==> src/rtl/mux_n_arb_pkg.sv <==
// Shared definitions for the N-channel registered mux/arbiter.
package mux_n_arb_pkg;

   // Arbitration mode encodings driven on the mode input.
   localparam logic MODE_FIXED = 1'b0;
   localparam logic MODE_RR    = 1'b1;

   // Ceiling log2, used to size index fields and to validate SEL_W.
   function automatic int unsigned clog2(input int unsigned value);
      int unsigned result;
      int unsigned span;
      result = 0;
      span   = 1;
      while (span < value) begin
         span   = span << 1;
         result = result + 1;
      end
      return result;
   endfunction

endpackage

==> src/rtl/mux_n_arb_rr_arbiter.sv <==
// Combinational round-robin arbiter: first requester at or after ptr wins.
module rr_arbiter
   import mux_n_arb_pkg::*;
#(
   parameter  int N     = 4,
   localparam int PTR_W = int'(clog2(N))
) (
   input  logic [N-1:0]     req,
   input  logic [PTR_W-1:0] ptr,
   output logic [PTR_W-1:0] grant_idx,
   output logic             grant_valid
);

   localparam logic [PTR_W:0] N_EXT = (PTR_W + 1)'(N);

   logic [2*N-1:0] req_dbl;
   logic [N-1:0]   req_rot;
   logic [PTR_W-1:0] offset;
   logic             found;
   logic [PTR_W:0]   idx_sum;

   // Rotate the request vector so ptr lands at bit 0, pick the lowest set
   // bit, then rotate the winning offset back into an absolute index.
   always_comb begin
      req_dbl = {req, req} >> ptr;
      req_rot = req_dbl[N-1:0];
      offset  = '0;
      found   = 1'b0;
      for (int unsigned i = 0; i < N; i++) begin
         if (!found && req_rot[i]) begin
            found  = 1'b1;
            offset = i[PTR_W-1:0];
         end
      end
      idx_sum = {1'b0, ptr} + {1'b0, offset};
      if (idx_sum >= N_EXT) begin
         idx_sum = idx_sum - N_EXT;
      end
      grant_idx   = idx_sum[PTR_W-1:0];
      grant_valid = found;
   end

endmodule

==> src/rtl/mux_n_arb.sv <==
// N-channel registered multiplexer with valid/ready handshakes and
// fixed-select or round-robin arbitration in front of a one-entry output reg.
module mux_n_arb
   import mux_n_arb_pkg::*;
#(
   parameter int N     = 4,
   parameter int W     = 32,
   parameter int SEL_W = 2
) (
   input  logic             clk,
   input  logic             reset,
   input  logic             mode,
   input  logic [SEL_W-1:0] sel,
   input  logic [N*W-1:0]   in_data,
   input  logic [N-1:0]     in_valid,
   output logic [N-1:0]     in_ready,
   output logic [W-1:0]     out_data,
   output logic [SEL_W-1:0] out_chan,
   output logic             out_valid,
   input  logic             out_ready
);

   if (SEL_W != int'(clog2(N))) begin : g_sel_w_check
      $error("mux_n_arb: SEL_W must equal clog2(N)");
   end

   if (N < 2 || N > 16) begin : g_n_range_check
      $error("mux_n_arb: N must be in 2..16");
   end

   localparam logic [SEL_W-1:0] LAST_CHAN = SEL_W'(N - 1);

   logic             out_valid_q, out_valid_d;
   logic [W-1:0]     out_data_q,  out_data_d;
   logic [SEL_W-1:0] out_chan_q,  out_chan_d;
   logic [SEL_W-1:0] rr_ptr_q,    rr_ptr_d;

   logic             fixed_valid;
   logic [SEL_W-1:0] rr_idx;
   logic             rr_valid;
   logic [SEL_W-1:0] grant_idx;
   logic             grant_valid;
   logic             free;
   logic [W-1:0]     grant_data;

   rr_arbiter #(
      .N (N)
   ) u_rr_arbiter (
      .req         (in_valid),
      .ptr         (rr_ptr_q),
      .grant_idx   (rr_idx),
      .grant_valid (rr_valid)
   );

   // FIXED-mode grant: only sel's own valid matters; an out-of-range sel
   // matches no channel and therefore never grants.
   always_comb begin
      fixed_valid = 1'b0;
      for (int unsigned i = 0; i < N; i++) begin
         if (sel == i[SEL_W-1:0] && in_valid[i]) begin
            fixed_valid = 1'b1;
         end
      end
   end

   // Choose the active arbitration result for this cycle.
   always_comb begin
      if (mode == MODE_RR) begin
         grant_idx   = rr_idx;
         grant_valid = rr_valid;
      end else begin
         grant_idx   = sel;
         grant_valid = fixed_valid;
      end
   end

   // Output register can take a beat when empty or being drained this cycle.
   always_comb begin
      free = !out_valid_q || out_ready;
   end

   // One-hot ready to the granted channel; suppressed while reset is high.
   always_comb begin
      in_ready = '0;
      for (int unsigned i = 0; i < N; i++) begin
         in_ready[i] = !reset && free && grant_valid &&
                       (grant_idx == i[SEL_W-1:0]);
      end
   end

   // Data path mux for the granted channel.
   always_comb begin
      grant_data = '0;
      for (int unsigned i = 0; i < N; i++) begin
         if (grant_idx == i[SEL_W-1:0]) begin
            grant_data = in_data[i*W +: W];
         end
      end
   end

   // Next-state for the output register and round-robin pointer.
   always_comb begin
      out_valid_d = out_valid_q;
      out_data_d  = out_data_q;
      out_chan_d  = out_chan_q;
      rr_ptr_d    = rr_ptr_q;
      if (free) begin
         if (grant_valid) begin
            out_valid_d = 1'b1;
            out_data_d  = grant_data;
            out_chan_d  = grant_idx;
            if (mode == MODE_RR) begin
               rr_ptr_d = (grant_idx == LAST_CHAN) ? '0 : grant_idx + 1'b1;
            end
         end else begin
            out_valid_d = 1'b0;
         end
      end
   end

   // State registers with asynchronous active-high reset.
   always_ff @(posedge clk or posedge reset) begin
      if (reset) begin
         out_valid_q <= 1'b0;
         out_data_q  <= '0;
         out_chan_q  <= '0;
         rr_ptr_q    <= '0;
      end else begin
         out_valid_q <= out_valid_d;
         out_data_q  <= out_data_d;
         out_chan_q  <= out_chan_d;
         rr_ptr_q    <= rr_ptr_d;
      end
   end

   assign out_valid = out_valid_q;
   assign out_data  = out_data_q;
   assign out_chan  = out_chan_q;

endmodule

==> config.mk <==
export PLATFORM = sky130hd
export DESIGN_NAME = mux_n_arb
export DESIGN_NICKNAME = d
export VERILOG_FILES = /design/src/rtl/mux_n_arb_pkg.sv /design/src/rtl/mux_n_arb_rr_arbiter.sv /design/src/rtl/mux_n_arb.sv
export SDC_FILE = /design/constraint.sdc
export NUM_CORES = 1
export LEC_CHECK = 0
export ABC_AREA = 0
export BUFFER_PORTS_ARGS = -buffer_cell sky130_fd_sc_hd__buf_2
export CAP_MARGIN = 20
export CORE_ASPECT_RATIO = 0.5
export CORE_MARGIN = 2
export CORE_UTILIZATION = 40
export CTS_BUF_LIST = sky130_fd_sc_hd__clkbuf_16
export DETAILED_ROUTE_END_ITERATION = 12
export PLACE_DENSITY = 0.86
export SYNTH_ARGS = -nofsm -noshare
export SYNTH_HDL_FRONTEND = slang
export SYNTH_HIERARCHICAL = 1
export SYNTH_SLANG_ARGS = --single-unit
==> constraint.sdc <==
create_clock -name clk -period 4.95 [get_ports clk]
set_input_delay 0.495 -clock clk [delete_from_list [all_inputs] [get_ports clk]]
set_output_delay 0.495 -clock clk [all_outputs]
set_load 0.05 [all_outputs]
Word-level counts from Yosys, hierarchy flattened. Index checks and enable logic that the tools add are counted.

Register bits: 37. Bits in latches: 0. RAM bits: 0. Memory bits (read-only): 0. Input bits: 138. Output and inout port bits: 39. Word-level logic and storage cells: 58. Memories: 0.

Add/subtract/negate cells: 3. Multipliers: 0. Divide/modulo/power cells: 0. $lt $le $gt $ge: 1. Equality and inequality tests: 6. Shift operators: 1. Multiplexer cells: 20. Bitwise operators: 0. Reductions and logical operators: 23.

Operators by type and width (number): two-way mux 32 bit (4); logical AND 1 bit (13); two-way mux 1 bit (11); two-way mux 2 bit (5); equality test 2 bit, second input constant (4); right shift 8 x 2 -> 4 bit (1); logical NOT 1 bit (5); equality test 2 x 1 -> 1 bit, second input constant (2); logical NOT 2 bit (2); adder 2 x 2 -> 3 bit (1); greater-or-equal comparator 3 bit, second input constant (1); AND reduction 3 bit (1); adder 2 x 1 -> 2 bit, second input constant (1); AND reduction 2 bit (1); subtractor 2 x 1 -> 2 bit, second input constant (1); logical OR 1 bit (1).

Depth between registers and ports, before layout. Gate-level depths: netlist (run 1).

Depth in word-level cells: 20. Depth in mapped cells: 17. Mapped depth without buffers: 14.

By module. Netlist (run 1), hierarchy kept.

By module, submodules not included: mux_n_arb (times used 1, cells an instance 250, area an instance 2542.4 µm², seq. area each 925.9 µm²); rr_arbiter (times used 1, cells an instance 28, area an instance 191.4 µm², seq. area each 0.0 µm²).

Least setup slack after synthesis (run 1). OpenSTA, ideal clock, no wires.

Kind: in2out. Start point: in in_valid[2]. End point: out in_ready[1]. Arrival: 2.955 ns. Data required time: 4.455 ns. Setup slack: 1.500 ns. Stages: 14. Buffers on the path: 3. Path through: buf_2 nor2_1 nor3_1 a21oi_1 o211ai_1 ha_1 xnor2_1 xnor2_1 mux2_2 inv_1 ha_1 clkbuf_1 clkbuf_1 and3_1.

Longest elaborated chain between the ends: 17. Elaborated cells on any way between the ends: 26. Those cells by class: add/sub: 2; order compare: 1; eq/ne: 1; shift: 1; mux: 12; reduce/logical: 9.

Ends and longest elaborated chain: start, declared (line mux_n_arb.sv:15) `input logic [N-1:0] in_valid,`; right shift 8 x 2 -> 4 bit (*) (line mux_n_arb_rr_arbiter.sv:25) `req_dbl = {req, req} >> ptr;`; two-way mux 1 bit (line mux_n_arb_rr_arbiter.sv:30) `if (!found && req_rot[i]) begin`; logical NOT 1 bit (line mux_n_arb_rr_arbiter.sv:30); logical AND 1 bit (line mux_n_arb_rr_arbiter.sv:30); two-way mux 1 bit (line mux_n_arb_rr_arbiter.sv:30); logical NOT 1 bit (line mux_n_arb_rr_arbiter.sv:30); logical AND 1 bit (line mux_n_arb_rr_arbiter.sv:30); two-way mux 1 bit (line mux_n_arb_rr_arbiter.sv:30); [3 not listed]; adder 2 x 2 -> 3 bit (*) (line mux_n_arb_rr_arbiter.sv:35) `idx_sum = {1'b0, ptr} + {1'b0, offset};`; greater-or-equal comparator 3 bit / subtractor 2 x 1 -> 2 bit (equally long branches) (line mux_n_arb_rr_arbiter.sv:36, mux_n_arb_rr_arbiter.sv:37); two-way mux 2 bit (*) (line mux_n_arb_rr_arbiter.sv:36) `if (idx_sum >= N_EXT) begin`; named net rr_idx[1] (line mux_n_arb.sv:39) `logic [SEL_W-1:0] rr_idx;`; two-way mux 2 bit (*) (line mux_n_arb.sv:68) `if (mode == MODE_RR) begin`; named net grant_idx[1] (line mux_n_arb.sv:41) `logic [SEL_W-1:0] grant_idx;`; equality test 2 x 1 -> 1 bit (*) (line mux_n_arb.sv:87) `(grant_idx == i[SEL_W-1:0]);`; logical AND 1 bit (*) (line mux_n_arb.sv:86) `in_ready[i] = !reset && free && grant_valid &&`; end, declared (line mux_n_arb.sv:16) `output logic [N-1:0] in_ready,`.

The timed path passes the listed nets; every way through them passes the cells marked *.

Worst setup path in the final report (run 1).
Start point: reg rr_ptr_q[0]. End point: out in_ready[2].

Longest elaborated chain between the ends: 17. Elaborated cells on any way between the ends: 23. Those cells by class: add/sub: 2; order compare: 1; eq/ne: 1; shift: 1; mux: 10; reduce/logical: 8.

Ends and longest elaborated chain: start, declared (line mux_n_arb.sv:36) `logic [SEL_W-1:0] rr_ptr_q, rr_ptr_d;`; start signal, assigned (line mux_n_arb.sv:132) `rr_ptr_q <= rr_ptr_d;`; right shift 8 x 2 -> 4 bit (line mux_n_arb_rr_arbiter.sv:25); two-way mux 1 bit (line mux_n_arb_rr_arbiter.sv:30); logical NOT 1 bit (line mux_n_arb_rr_arbiter.sv:30); logical AND 1 bit (line mux_n_arb_rr_arbiter.sv:30); two-way mux 1 bit (line mux_n_arb_rr_arbiter.sv:30); logical NOT 1 bit (line mux_n_arb_rr_arbiter.sv:30); logical AND 1 bit (line mux_n_arb_rr_arbiter.sv:30); two-way mux 1 bit (line mux_n_arb_rr_arbiter.sv:30); [3 not listed]; adder 2 x 2 -> 3 bit (*) (line mux_n_arb_rr_arbiter.sv:35); greater-or-equal comparator 3 bit / subtractor 2 x 1 -> 2 bit (equally long branches) (line mux_n_arb_rr_arbiter.sv:36, mux_n_arb_rr_arbiter.sv:37); two-way mux 2 bit (*) (line mux_n_arb_rr_arbiter.sv:36); named net rr_idx[1] (line mux_n_arb.sv:39); two-way mux 2 bit (*) (line mux_n_arb.sv:68); named net grant_idx[1] (line mux_n_arb.sv:41); equality test 2 bit (*) (line mux_n_arb.sv:87); logical AND 1 bit (*) (line mux_n_arb.sv:86).

Marks and branches as above.

==> flow_summary_export.csv, run 1 <==
group,metric,value,unit
floorplanning,die_x,121,µm
floorplanning,die_area,7550,µm²
synth,yosysWarningCount,6,
setup_path,cp-end-kind,"output pin",
outcome,status,"finished, final reports clean",
cts,cts_resized,0,
synth,synth.distinct_cells,34,
detailed_routing,drt-total-wl,8350,µm
synth,synth-edff-count,0,
min_path,min_path_type,"in2async",
synth,synth_area_leader_cell,"dfrtp_1",
synth,syn_area,2730,µm²
detailed_routing,drtIter0Drc,147,
layout,fillers,591,
floorplanning,core.rowCount,21,
synth,avgSynthCellArea,9.83,µm²
timing,hold_slack,406,ps
detailed_routing,vias_per_cell,5.35,
cts,numCtsBuffers,5,
floorplanning,ios,177,
cts,cts_tree,"built",
timing,grt_setup_unrepaired,"no",
layout,finalNetCount,582,
timing,finalHoldViolations,0,
global_route,grt_pass1_wl,13200,µm
setup_path,critPathKind,"reg2out",
setup_path,ff2ff_path_depth,14,
synth,synth_top_area_share,33.9,%
setup_path,worst-path-buf-inv,1,
synth,ys_top_cells_by_count,"37 x dfrtp_1, 37 x nand2_1, 32 x nor2b_1, 32 x o31ai_1, 31 x a221oi_1",
setup_path,reg2reg_slack,1300,ps
placed_design,gp_congestion,0.889,
setup_path,reg2reg_to,"out_data[8]",
synth,synthArstFlopShare,100,%
setup_path,timing.rr.start,"rr_ptr_q[0]",
setup_path,critPathSlowestCell,"ha_2",
detailed_routing,antenna_left,0,
timing,tns,0,ps
cts,clkTransAtPathRegs,60,ps
floorplanning,start_util,41.1,%
layout,layout-drive-gt1-share,53.0,%
setup_path,slowest_delay,870,ps
global_route,grt_pass1_vias,2796,
timing,post-route-min-period,3860,ps
placed_design,dp.final_hpwl,6270,µm
global_route,gr-total-overflow,0,
cts,clock_latency,280,ps
cts,htree_levels,2,
synth,ys.flop_type,"dfrtp_1",
timing,max_slew_margin,32.5,%
floorplanning,die_h,62.5,µm
layout,area_growth,38.5,%
synth,yosys_register_bits,37,
setup_path,startpoint_type,"register",
cts,cts_setup_buffers,0,
detailed_routing,routedWlPerCell,15.7,µm
timing,final-max-slew-violation-count,0,
setup_path,worstPathArrival,3370,ps
detailed_routing,firstDrtPassIters,4,
timing,fmax,0.259,GHz
global_route,antenna_found_initial,0,
floorplanning,coreArea,6650,µm²
cts,cts_root_buf,"clkbuf_16",
global_route,grt_max_degree,66,
timing,fin_crit_sh,78.0,%
cts,ctsHoldBuffers,0,
layout,antenna_cells,0,
synth,synth_area_leaders,"dfrtp_1 34%, a221oi_1 9.9%, mux2_4 8.8%",
synth,syn_nets,421,
synth,netlist_instances,278,
setup_path,path_cells,"nor4_1 -> a21oi_1 -> o211ai_1 -> ha_1 -> xnor2_1 -> xnor2_1 -> mux2_2 -> ha_2 -> and3_1 -> buf_2",
setup_path,cpMostUsedCell,"xnor2_1",
placed_design,port_buffers,176,
cts,cts_buffer_depth,2,
cts,cts_sinks,37,
setup_path,required,4450,ps
setup_path,crit_family,"adder cells",
global_route,grtUsageTotal,21.8,%
setup_path,cp_max_fo,65,
power_and_ir_drop,vdd_drop_max,380,µV
timing,worst_slew_pin_slew,1010,ps
power_and_ir_drop,p_per_area,722,nW/µm²
timing,finalSetupViolations,0,
run,maxCapViolations,0,
timing,skew,5.88,ps
detailed_routing,vias,2848,
power_and_ir_drop,power_leakage,1.88,nW
detailed_routing,drcViolationCount,0,
synth,yosysSeqAreaShare,33.9,%
-- sequential cells by signal, summed over array words and instances (netlist names) --
name,flops
out_data,32
out_chan,2
rr_ptr_q,2
out_valid,1
-- worst max path at each step --
| stage | cells after the start | startpoint | end |
|---|---|---|---|
| after detailed placement | 16 | in_valid[2] | out_data[14] |
| after CTS | 10 | rr_ptr_q[0] | in_ready[2] |
| after global placement | 16 | in_valid[2] | out_data[10] |
| final | 10 | rr_ptr_q[0] | in_ready[2] |
| after floorplan | 14 | in_valid[2] | in_ready[1] |
| after global routing | 11 | rr_ptr_q[0] | in_ready[2] |
-- cell families (layout without fill, tap and decap cells) --
group | count (synthesis) | after routing | share of synthesized area [%]
fa+ha+maj | 5 | 5 | 2.29
xor+xnor | 2 | 2 | 0.641
compound gates | 76 | 76 | 22.3
mux | 40 | 40 | 19.5
simple gates | 85 | 85 | 15.7
buf+inv | 33 | 195 | 5.72
flops | 37 | 37 | 33.9
-- placed cells by master (no fill, tap or decap), types with 2 or more instances in the layout --
cell | Yosys | final
clkbuf_16 | 0 | 5
nor2b_1 | 32 | 31
buf_4 | 0 | 5
nor3_1 | 2 | 2
nand2b_1 | 3 | 3
mux2_2 | 21 | 21
inv_1 | 6 | 7
a221oi_1 | 31 | 31
xnor2_1 | 2 | 2
mux2_4 | 16 | 16
nand2_1 | 37 | 37
clkinv_2 | 0 | 2
nor2_1 | 3 | 3
o31ai_1 | 32 | 32
or2b_1 | 2 | 2
ha_2 | 0 | 2
ha_1 | 5 | 3
buf_2 | 2 | 176
and3_1 | 4 | 4
dfrtp_1 | 37 | 37
a21oi_1 | 3 | 3
-- layer usage --
metal  GRT usage [%]  routed length [µm]  vias to the layer above
li1                -                   -                     1360
met1            26.4                3560                     1404
met2            39.9                4400                       72
met3            3.38                 250                       12
met4            6.69                 135                        0
met5               0                   0                        -
-- power breakdown --
part | total (mW) | leakage (nW) | internal (mW) | switching [mW]
Combinational | 1.89 | 1.35 | 0.727 | 1.16
Clock | 0.304 | 0.0748 | 0.183 | 0.121
Sequential | 0.542 | 0.454 | 0.451 | 0.0913
-- cell type report --
class                           count  area, µm²  area share (%)
Clock inverter                      3       13.8           0.363
Tap cell                           92        115            3.04
Inverter                            6       22.5           0.595
Clock buffer                        5        125            3.30
Sequential cell                    37        926            24.4
Multi-Input combinational cell    208       1670            44.0
Timing Repair Buffer              181        918            24.2
-- metrics by stage --
stage | cell area, µm² | setup WS [ps] | total power [mW] | std cells | utilization [%]
final | 3790 | 1090 | 2.74 | 532 | 57.0
after global routing | 3790 | 794 | 2.91 | 532 | 57.0
after CTS | 3790 | 1130 | 2.74 | 532 | 57.0
after detailed placement | 3650 | 1120 | 2.43 | 524 | 54.9
after global placement | 3650 | 1300 | 2.38 | 524 | 54.9
after floorplan | 2730 | 1500 | 2.02 | 278 | -
Power figures use the tool's default switching activity.
==> inputs of run 2 (changes only) <==
- CORE_UTILIZATION: 40 -> 39
- PLACE_DENSITY: 0.86 -> 0.88
- clock period: 4.95 -> 3.2 ns (I/O delays scaled with it)
==> flow_summary_export.csv, run 2 (synthesis results as in run 1) <==
group,metric,value,unit
setup_path,critPathKind,"reg2out",
detailed_routing,drcViolationCount,0,
layout,finalInstanceArea,4100,µm²
cts,cts_buffer_depth,2,
detailed_routing,routedWlPerCell,17.8,µm
layout,final_core_util,60.9,%
timing,finalSetupViolations,0,
floorplanning,core.rowCount,21,
global_route,grt_pass1_vias,2851,
timing,worst_slack,41.9,ps
floorplanning,die_h,63.2,µm
global_route,grt_use_met3,4.71,%
cts,cts_sinks,37,
run,maxCapViolations,0,
min_path,min_path_type,"in2async",
outcome,status,"finished, final reports clean",
setup_path,required,2880,ps
power_and_ir_drop,switchingPower,2.31,mW
floorplanning,die_x,122,µm
floorplanning,die_area,7740,µm²
layout,final_cell_mix,"174 x buf_2, 37 x nand2_1, 36 x dfrtp_1",
global_route,grtUsageTotal,22.6,%
layout,largest_register_ffs,32,
power_and_ir_drop,p_seq_share,17.9,%
timing,final-max-slew-violation-count,0,
setup_path,cp-end-kind,"output pin",
global_route,met2_usage,39.4,%
cts,clock_latency,280,ps
power_and_ir_drop,pwr-share-comb,72.3,%
global_route,gr-total-overflow,0,
layout,finalNetCount,605,
detailed_routing,vias,3093,
power_and_ir_drop,vdd_drop_max,477,µV
placed_design,port_buffers,176,
floorplanning,ios,177,
timing,finalHoldViolations,0,
power_and_ir_drop,internal-power,2.40,mW
cts,ctsHoldBuffers,0,
timing,post-route-min-period,3160,ps
layout,area_growth,49.9,%
detailed_routing,antenna_left,0,
placed_design,dpl_worst_slack,-164,ps
cts,cts_root_buf,"clkbuf_16",
power_and_ir_drop,p_sw_share,49.1,%
setup_path,startpoint_type,"register",
layout,antenna_cells,0,
timing,fin_crit_sh,98.7,%
floorplanning,coreArea,6730,µm²
cts,clkTransAtPathRegs,60,ps
global_route,grt_max_degree,66,
timing,skew,3.83,ps
setup_path,worstPathArrival,2840,ps
layout,final_common_cell,"buf_2",
placed_design,gp_congestion,0.976,
placed_design,placed_area,3800,µm²
cts,numCtsBuffers,5,
timing,tns,0,ps
power_and_ir_drop,p_per_area,1150,nW/µm²
placed_design,dp.final_hpwl,6730,µm
cts,htree_levels,2,
global_route,grt_use_met1,28.6,%
timing,max_slew_margin,64.1,%
detailed_routing,drt-total-wl,9910,µm
power_and_ir_drop,total_power,4.72,mW
global_route,grt_pass1_wl,13900,µm
floorplanning,start_util,40.6,%
timing,worst_slew_pin_slew,538,ps
detailed_routing,drtIter0Drc,234,
detailed_routing,firstDrtPassIters,4,
power_and_ir_drop,power_leakage,2.02,nW
power_and_ir_drop,clock_power_share,9.8,%
global_route,antenna_found_initial,0,
detailed_routing,vias_per_cell,5.57,
timing,fmax,0.317,GHz
global_route,busiest_layer,"met2",
setup_path,cp_max_fo,17,
cts,cts_tree,"built",
layout,layout-drive-gt1-share,56.6,%
==> run 2: power groups by stage <==
stage / clock, mW / combinational (mW) / sequential [mW]
CTS: 0.465 / 3.11 / 0.839
finish: 0.462 / 3.41 / 0.847
global placement: 0 / 2.96 / 0.831
global route: 0.493 / 3.60 / 0.876
detailed placement: 0 / 3.06 / 0.838
floorplan: 0 / 1.58 / 1.54
==> run 2: final cells by class <==
cell class              instances  area, µm²
fillers                       557       2630
multi-input cells             208       1720
repair buffers                204       1180
flip-flops and latches         37        927
clock buffers                   5        125
well taps                      92        115
inverters                       6       22.5
clock inverters                 3       12.5
==> run 2: critical path, stage by stage, from the launching register on <==
cell and delay [ps]:
dfrtp_2 470, nor4_2 320, a21oi_1 90, o211ai_1 90
ha_1 250, mux2_2 330, inv_1 100, buf_4 110
ha_2 280, buf_12 180, and3_1 150, buf_4 190
==> run 2: path summary, 6_finish.rpt <==
check	from	to	slack, ps	depth (start not counted)
max in group asynchronous	reset	rr_ptr_q[0]	2340	3
min in group clk	out_ready	out_valid	330	3
setup / recovery	rr_ptr_q[0]	in_ready[2]	40	11
hold reg to reg	out_data[27]	out_data[27]	500	1
setup reg to reg	rr_ptr_q[0]	out_data[21]	80	15
hold / removal	reset	out_data[3]	80	2
==> run 2: through the flow <==
stage	cells	hold slack [ps]
after floorplan	278	463
after global placement	540	386
after detailed placement	541	380
after CTS	549	81.5
after global routing	555	129
final	555	78.7
==> run 2: timing repair <==
item / in CTS / in global routing
gates cloned: 0 / 3
endpoints found under the setup margin: 20 / 23
gates resized for setup: 4 / 11
setup buffers: 0 / 3
==> run 2: routing by layer <==
layer	share of wire (%)	up-vias
met3	7.6	30
met4	2.8	0
met1	38	1501
li1	-	1411
met2	51	151
met5	0	-
